<file path="src/rtl/mul_div_unit.sv">
// Iterative MIPS-style HI/LO multiply/divide unit: 32-step shift-add multiply, 32-step restoring divide.
// Optional macro FAST_MULT_EN: MULT/MULTU complete in one edge instead of the iterative path.
module mul_div_unit (
  input  logic        clk,
  input  logic        rst,
  input  logic [2:0]  md_op_e,
  input  logic [31:0] src_a_e,
  input  logic [31:0] src_b_e,
  input  logic        mf_d,
  output logic [31:0] hi,
  output logic [31:0] lo,
  output logic        busy,
  output logic        md_stall
);

  localparam logic [2:0] OP_NONE  = 3'b000;
  localparam logic [2:0] OP_MULT  = 3'b001;
  localparam logic [2:0] OP_MULTU = 3'b010;
  localparam logic [2:0] OP_DIV   = 3'b011;
  localparam logic [2:0] OP_DIVU  = 3'b100;
  localparam logic [2:0] OP_MTHI  = 3'b101;
  localparam logic [2:0] OP_MTLO  = 3'b110;

  typedef enum logic [1:0] {S_IDLE, S_MUL, S_DIV, S_FIX} state_e;

  state_e      state_q, state_d;
  logic [5:0]  cnt_q, cnt_d;
  logic [31:0] hi_q, hi_d, lo_q, lo_d;

  // Datapath: acc holds {upper, lower} product bits while multiplying and {rem, quo} while dividing.
  logic [63:0] acc_q, acc_d;
  logic [31:0] opnd_q, opnd_d;
  logic        neg_q, neg_d, sign_a_q, sign_a_d, is_div_q, is_div_d;

  logic        is_signed_op;
  logic        sign_a, sign_b;
  logic [31:0] mag_a, mag_b;
  logic [32:0] mul_sum, div_shift, div_diff;
  logic [63:0] prod_fix;
`ifdef FAST_MULT_EN
  logic [63:0] fast_prod;
`endif

  always_comb begin
    is_signed_op = (md_op_e == OP_MULT) || (md_op_e == OP_DIV);
    sign_a       = is_signed_op && src_a_e[31];
    sign_b       = is_signed_op && src_b_e[31];
    mag_a        = sign_a ? (~src_a_e + 32'd1) : src_a_e;
    mag_b        = sign_b ? (~src_b_e + 32'd1) : src_b_e;
`ifdef FAST_MULT_EN
    fast_prod    = {32'd0, mag_a} * {32'd0, mag_b};
    if (sign_a ^ sign_b) fast_prod = ~fast_prod + 64'd1;
`endif
  end

  always_comb begin
    mul_sum   = {1'b0, acc_q[63:32]} + {1'b0, (acc_q[0] ? opnd_q : 32'd0)};
    div_shift = {acc_q[63:32], acc_q[31]};
    div_diff  = div_shift - {1'b0, opnd_q};
    prod_fix  = neg_q ? (~acc_q + 64'd1) : acc_q;
  end

  // NOTE: every signal assigned in this block gets a default first, so no path can infer a latch.
  always_comb begin
    state_d  = state_q;
    cnt_d    = cnt_q;
    hi_d     = hi_q;
    lo_d     = lo_q;
    acc_d    = acc_q;
    opnd_d   = opnd_q;
    neg_d    = neg_q;
    sign_a_d = sign_a_q;
    is_div_d = is_div_q;

    unique case (state_q)
      S_IDLE: begin
        case (md_op_e)
          OP_MULT, OP_MULTU: begin
`ifdef FAST_MULT_EN
            {hi_d, lo_d} = fast_prod;
`else
            acc_d    = {32'd0, mag_b};
            opnd_d   = mag_a;
            neg_d    = sign_a ^ sign_b;
            sign_a_d = sign_a;
            is_div_d = 1'b0;
            cnt_d    = 6'd0;
            state_d  = S_MUL;
`endif
          end
          OP_DIV, OP_DIVU: begin
            acc_d    = {32'd0, mag_a};
            opnd_d   = mag_b;
            neg_d    = sign_a ^ sign_b;
            sign_a_d = sign_a;
            is_div_d = 1'b1;
            cnt_d    = 6'd0;
            state_d  = S_DIV;
          end
          OP_MTHI: hi_d = src_a_e;
          OP_MTLO: lo_d = src_a_e;
          default: ;
        endcase
      end
      S_MUL: begin
        acc_d = {mul_sum, acc_q[31:1]};
        cnt_d = cnt_q + 6'd1;
        if (cnt_q == 6'd31) state_d = S_FIX;
      end
      S_DIV: begin
        // A clear borrow bit means the shifted remainder covers the divisor.
        if (!div_diff[32]) acc_d = {div_diff[31:0], acc_q[30:0], 1'b1};
        else               acc_d = {div_shift[31:0], acc_q[30:0], 1'b0};
        cnt_d = cnt_q + 6'd1;
        if (cnt_q == 6'd31) state_d = S_FIX;
      end
      S_FIX: begin
        if (is_div_q) begin
          // With a zero divisor the remainder ends up as the dividend magnitude and the quotient as all ones.
          lo_d = (opnd_q == 32'd0) ? 32'hFFFF_FFFF
               : (neg_q ? (~acc_q[31:0] + 32'd1) : acc_q[31:0]);
          hi_d = sign_a_q ? (~acc_q[63:32] + 32'd1) : acc_q[63:32];
        end else begin
          {hi_d, lo_d} = prod_fix;
        end
        cnt_d   = 6'd0;
        state_d = S_IDLE;
      end
      default: state_d = S_IDLE;
    endcase
  end

  // NOTE: sequential state uses non-blocking assignments so all flops update together at the edge.
  always_ff @(posedge clk) begin
    if (rst) begin
      state_q <= S_IDLE;
      cnt_q   <= 6'd0;
      hi_q    <= 32'd0;
      lo_q    <= 32'd0;
    end else begin
      state_q <= state_d;
      cnt_q   <= cnt_d;
      hi_q    <= hi_d;
      lo_q    <= lo_d;
    end
  end

  // NOTE: datapath registers are left unreset; they are always loaded when an operation is accepted.
  always_ff @(posedge clk) begin
    acc_q    <= acc_d;
    opnd_q   <= opnd_d;
    neg_q    <= neg_d;
    sign_a_q <= sign_a_d;
    is_div_q <= is_div_d;
  end

  assign hi       = hi_q;
  assign lo       = lo_q;
  assign busy     = (state_q != S_IDLE);
  assign md_stall = busy && (mf_d || (md_op_e != OP_NONE));

endmodule

</file>
<file path="config.mk">
export PLATFORM = sky130hd
export DESIGN_NAME = mul_div_unit
export DESIGN_NICKNAME = d
export VERILOG_FILES = /design/src/rtl/mul_div_unit.sv
export SDC_FILE = /design/constraint.sdc
export NUM_CORES = 1
export LEC_CHECK = 0
export BUFFER_PORTS_ARGS = -buffer_cell sky130_fd_sc_hd__buf_2
export CAP_MARGIN = 20
export CELL_PAD_IN_SITES_DETAIL_PLACEMENT = 1
export CELL_PAD_IN_SITES_GLOBAL_PLACEMENT = 2
export CORE_UTILIZATION = 33
export DETAILED_ROUTE_END_ITERATION = 16
export GPL_ROUTABILITY_DRIVEN = 0
export GPL_TIMING_DRIVEN = 0
export PLACE_DENSITY = 0.83
export SLEW_MARGIN = 40
export SYNTH_ARGS = -nofsm -noshare
export SYNTH_HDL_FRONTEND = slang
export SYNTH_SLANG_ARGS = --single-unit
</file>
<file path="constraint.sdc">
create_clock -name clk -period 4.6 [get_ports clk]
set_input_delay 1.15 -clock clk [delete_from_list [all_inputs] [get_ports clk]]
set_output_delay 1.15 -clock clk [all_outputs]
set_load 0.02 [all_outputs]
</file>
==> Flow_metrics.wiki <==
{| class="wikitable"
! Metric !! Value
|-
| Result of the run || completed
|-
| Clock Latency Late Sink || 460 ps
|-
| Worst Max-Slew Pin Slew || 865 ps
|-
| Critical Path Source Type || flip-flop
|-
| Area of the die || 44400 um^2
|-
| Clock input transition at the sequential cells of the worst setup and hold paths || 70 ps
|-
| Starting density of the core || 33.4%
|-
| Min-delay worst type || flip-flop to flip-flop
|-
| Portion of the post-synthesis area used by sequential elements || 30.7%
|-
| Category of the worst setup path capture point || flip-flop
|-
| Setup repair after global routing missed its margin || no
|-
| Synthesis-stage register bit count || 171
|-
| Std-Cell Core Area || 43000 um^2
|-
| Depth of the CTS H-tree || 4
|-
| Min setup slack post-route || 132 ps
|-
| Count of TritonRoute iterations in the first routing pass || 5
|-
| Worst Path Arrival || 4660 ps
|-
| Drt drc || 0
|-
| Power per cell area || 705 nW/um^2
|-
| Number of nets produced by synthesis || 1926
|-
| Worst-case reg-to-reg path depth || 11
|-
| Fraction of layout cells with a size suffix above 1 || 9.91%
|-
| Routed wirelength normalized by instance count || 24.7 um
|-
| Total of warnings raised by yosys || 0
|-
| Capture instance of the worst register-to-register path || acc_q[50]$_DFFE_PP_
|-
| Num rows || 76
|-
| Maximum VDD drop || 0.387 mV
|-
| Worst hold endpoint || lo[21]$_SDFFE_PP0P_
|-
| Final worst-path cycle share || 97.1%
|-
| Cell taking the most area after synthesis || sky130_fd_sc_hd__edfxtp_1
|-
| Count of flip-flops with a built-in enable after synthesis || 99
|-
| Overall die height || 211 um
|-
| Half-perimeter wire length after placement || 50800 um
|-
| GRT Total Usage || 28.1%
|-
| Net total in the final layout || 2080
|-
| Clock tree root driver cell || sky130_fd_sc_hd__clkbuf_16
|-
| Setup TNS || 0 ps
|-
| Startpoint of the most critical hold path || lo[21]$_SDFFE_PP0P_
|-
| Wirelength, routed || 62500 um
|-
| Worst setup timing slack at the placement stage || -203 ps
|-
| Hold depth || 2
|-
| Average cell area after synthesis || 8.08 um^2
|-
| Pin count of the biggest net entering global routing || 34
|-
| Diode insertion count for antenna repair || 0
|-
| Die outline width || 211 um
|-
| Max-slew violation count || 0
|-
| Required @ worst endpoint || 4790 ps
|-
| Reg-to-Reg Start || acc_q[38]$_DFFE_PP_
|-
| Max-cap check violation count || 0
|-
| Slew headroom || 42.4%
|-
| CTS tree || done
|-
| Standby leakage power || 6.46 nW
|-
| Register-to-register setup slack || 130 ps
|-
| Port Buffers || 131
|-
| Wire length of the first global-routing pass || 93700 um
|-
| Overflow left after global routing || 0
|-
| Biggest fanout along the worst timing path || 10
|-
| Remaining antenna violation count || 0
|-
| Finish-stage setup viols || 0
|-
| Worst Hold Margin || 453 ps
|-
| Maximum clock frequency || 224 MHz
|-
| Main synth FF type || sky130_fd_sc_hd__edfxtp_1
|-
| Initial antenna violation count || 0
|-
| Setup Skew || 11.0 ps
|-
| Vias in the first global route || 15.1k
|-
| Top-level I/O count || 136
|-
| Commonest cells in the synthesized netlist || sky130_fd_sc_hd__a21oi_1 (196), sky130_fd_sc_hd__nand2_1 (194), sky130_fd_sc_hd__nor2_1 (175)
|-
| Period minus WS final || 4470 ps
|-
| Via density || 5.91
|-
| Number of endpoints with negative hold slack in the final report || 0
|-
| Number of buffers created by CTS || 17
|-
| Vias after detailed routing || 15.0k
|-
| Post-Synthesis Cell Area || 14400 um^2
|-
| Drt first-iter violations || 1423
|-
| Share of synthesized flip-flops with an asynchronous set or reset || 0%
|-
| Number of standard cells after synthesis || 1780
|-
| Number of buffers on the longest clock path || 2
|-
| Type of the worst setup path || flip-flop to flip-flop
|-
| Count leader, synth || sky130_fd_sc_hd__a21oi_1
|-
| FILL cells || 5305
|-
| Post-synthesis to final-layout area growth || 14.3%
|-
| Biggest area contributors in the synthesized netlist || sky130_fd_sc_hd__edfxtp_1 (21%), sky130_fd_sc_hd__dfxtp_1 (10%), sky130_fd_sc_hd__a21oi_1 (6.8%)
|-
| Hold Buf Count CTS || 0
|-
| Library cells used by synthesis || 71
|-
| Sink Count || 171
|-
| Post-synth top area share || 20.7%
|}
timing repair:
action                     CTS  global route
gates resized for setup      1             6
setup buffers                2             0
setup endpoints to repair    3            21
how the worst max path moves through the flow:
stage / startpoint / to / slack [ps] / depth (start not counted)
6_report: acc_q[38]$_DFFE_PP_ / acc_q[50]$_DFFE_PP_ / 130 / 11
5_1_grt: acc_q[31]$_DFFE_PP_ / acc_q[59]$_DFFE_PP_ / 10 / 13
4_1_cts: acc_q[31]$_DFFE_PP_ / acc_q[40]$_DFFE_PP_ / 130 / 14
3_5_place_dp: acc_q[0]$_DFFE_PP_ / acc_q[61]$_DFFE_PP_ / -200 / 14
3_3_place_gp: md_op_e[0] / acc_q[41]$_DFFE_PP_ / -700 / 5
2_1_floorplan: md_op_e[2] / acc_q[0]$_DFFE_PP_ / 840 / 4
layer usage:
metal	wire, um	track usage (%)	share of wire, %	vias to the layer above
met5	0	0	0	-
met4	2480	11.2	4.0	0
met3	4170	4.39	6.7	113
met2	28800	45.3	46	559
met1	27000	37.6	43	7434
li1	-	-	-	6858
worst max-delay path, cell delays in order, from the launching register on:
cell and delay [ps]:
sky130_fd_sc_hd__edfxtp_1 590, sky130_fd_sc_hd__ha_1 440, sky130_fd_sc_hd__a21o_1 180, sky130_fd_sc_hd__or3_1 290, sky130_fd_sc_hd__o21ai_0 660, sky130_fd_sc_hd__o21a_1 330
sky130_fd_sc_hd__o21ai_0 200, sky130_fd_sc_hd__a31oi_1 360, sky130_fd_sc_hd__xnor2_1 260, sky130_fd_sc_hd__buf_2 420, sky130_fd_sc_hd__mux2i_1 350, sky130_fd_sc_hd__o2bb2ai_1 90
area by class of cell:
cell class              count  area, um^2  share of cell area (%)
flip-flops and latches    171        4410                    26.9
well taps                 585         732                    4.45
inverters                  60         229                    1.39
clock inverters            14         123                   0.746
multi-input cells        1448        9380                    57.0
clock buffers              18         429                    2.61
repair buffers            137         756                    4.60
plain buffers              99         380                    2.31
state kept, by name (all words and copies together), names as in the netlist:
signal / cells
is_div_q: 1
sign_a_q: 1
lo: 32
state_q: 2
opnd_q: 32
hi: 32
neg_q: 1
acc_q: 64
cnt_q: 6
cells by family after synthesis:
logic type,Yosys count,share of synthesized area [%]
AOI/OAI and AO/OA,571,25.0
adders and majority gates,76,6.72
muxes,57,3.97
xor gates and xnor gates,181,11.0
DFF,171,30.7
and+or+nand+nor,563,18.4
buffers and inverters,161,4.21
power by group:
part / total [mW] / internal [mW] / switching, mW
logic: 7.08 / 2.54 / 4.54
clock network: 1.44 / 0.745 / 0.690
registers: 3.08 / 2.30 / 0.785
placed cells by master (no fill, tap or decap), types with 32 or more instances in the layout:
cell type / count
sky130_fd_sc_hd__xnor2_1: 112
sky130_fd_sc_hd__ha_1: 74
sky130_fd_sc_hd__a21o_1: 34
sky130_fd_sc_hd__nor3_1: 32
sky130_fd_sc_hd__a211oi_1: 32
sky130_fd_sc_hd__o21ai_0: 102
sky130_fd_sc_hd__dfxtp_1: 72
sky130_fd_sc_hd__nand2_1: 194
sky130_fd_sc_hd__mux2i_1: 57
sky130_fd_sc_hd__buf_2: 134
sky130_fd_sc_hd__inv_1: 58
sky130_fd_sc_hd__edfxtp_1: 99
sky130_fd_sc_hd__xor2_1: 69
sky130_fd_sc_hd__clkbuf_1: 88
sky130_fd_sc_hd__nor2_1: 174
sky130_fd_sc_hd__a21oi_1: 195
through the flow:
stage / power [mW] / instance area (um^2) / util [%] / std cells
floorplan: 7.54 / 14400 / - / 1780
global placement: 9.75 / 15800 / 36.7 / 2496
CTS: 11.5 / 16400 / 38.2 / 2533
detailed placement: 9.99 / 15900 / 36.9 / 2500
global route: 12.3 / 16400 / 38.2 / 2532
finish: 11.6 / 16400 / 38.2 / 2532
Note: power is estimated with default switching activity, not from simulation.
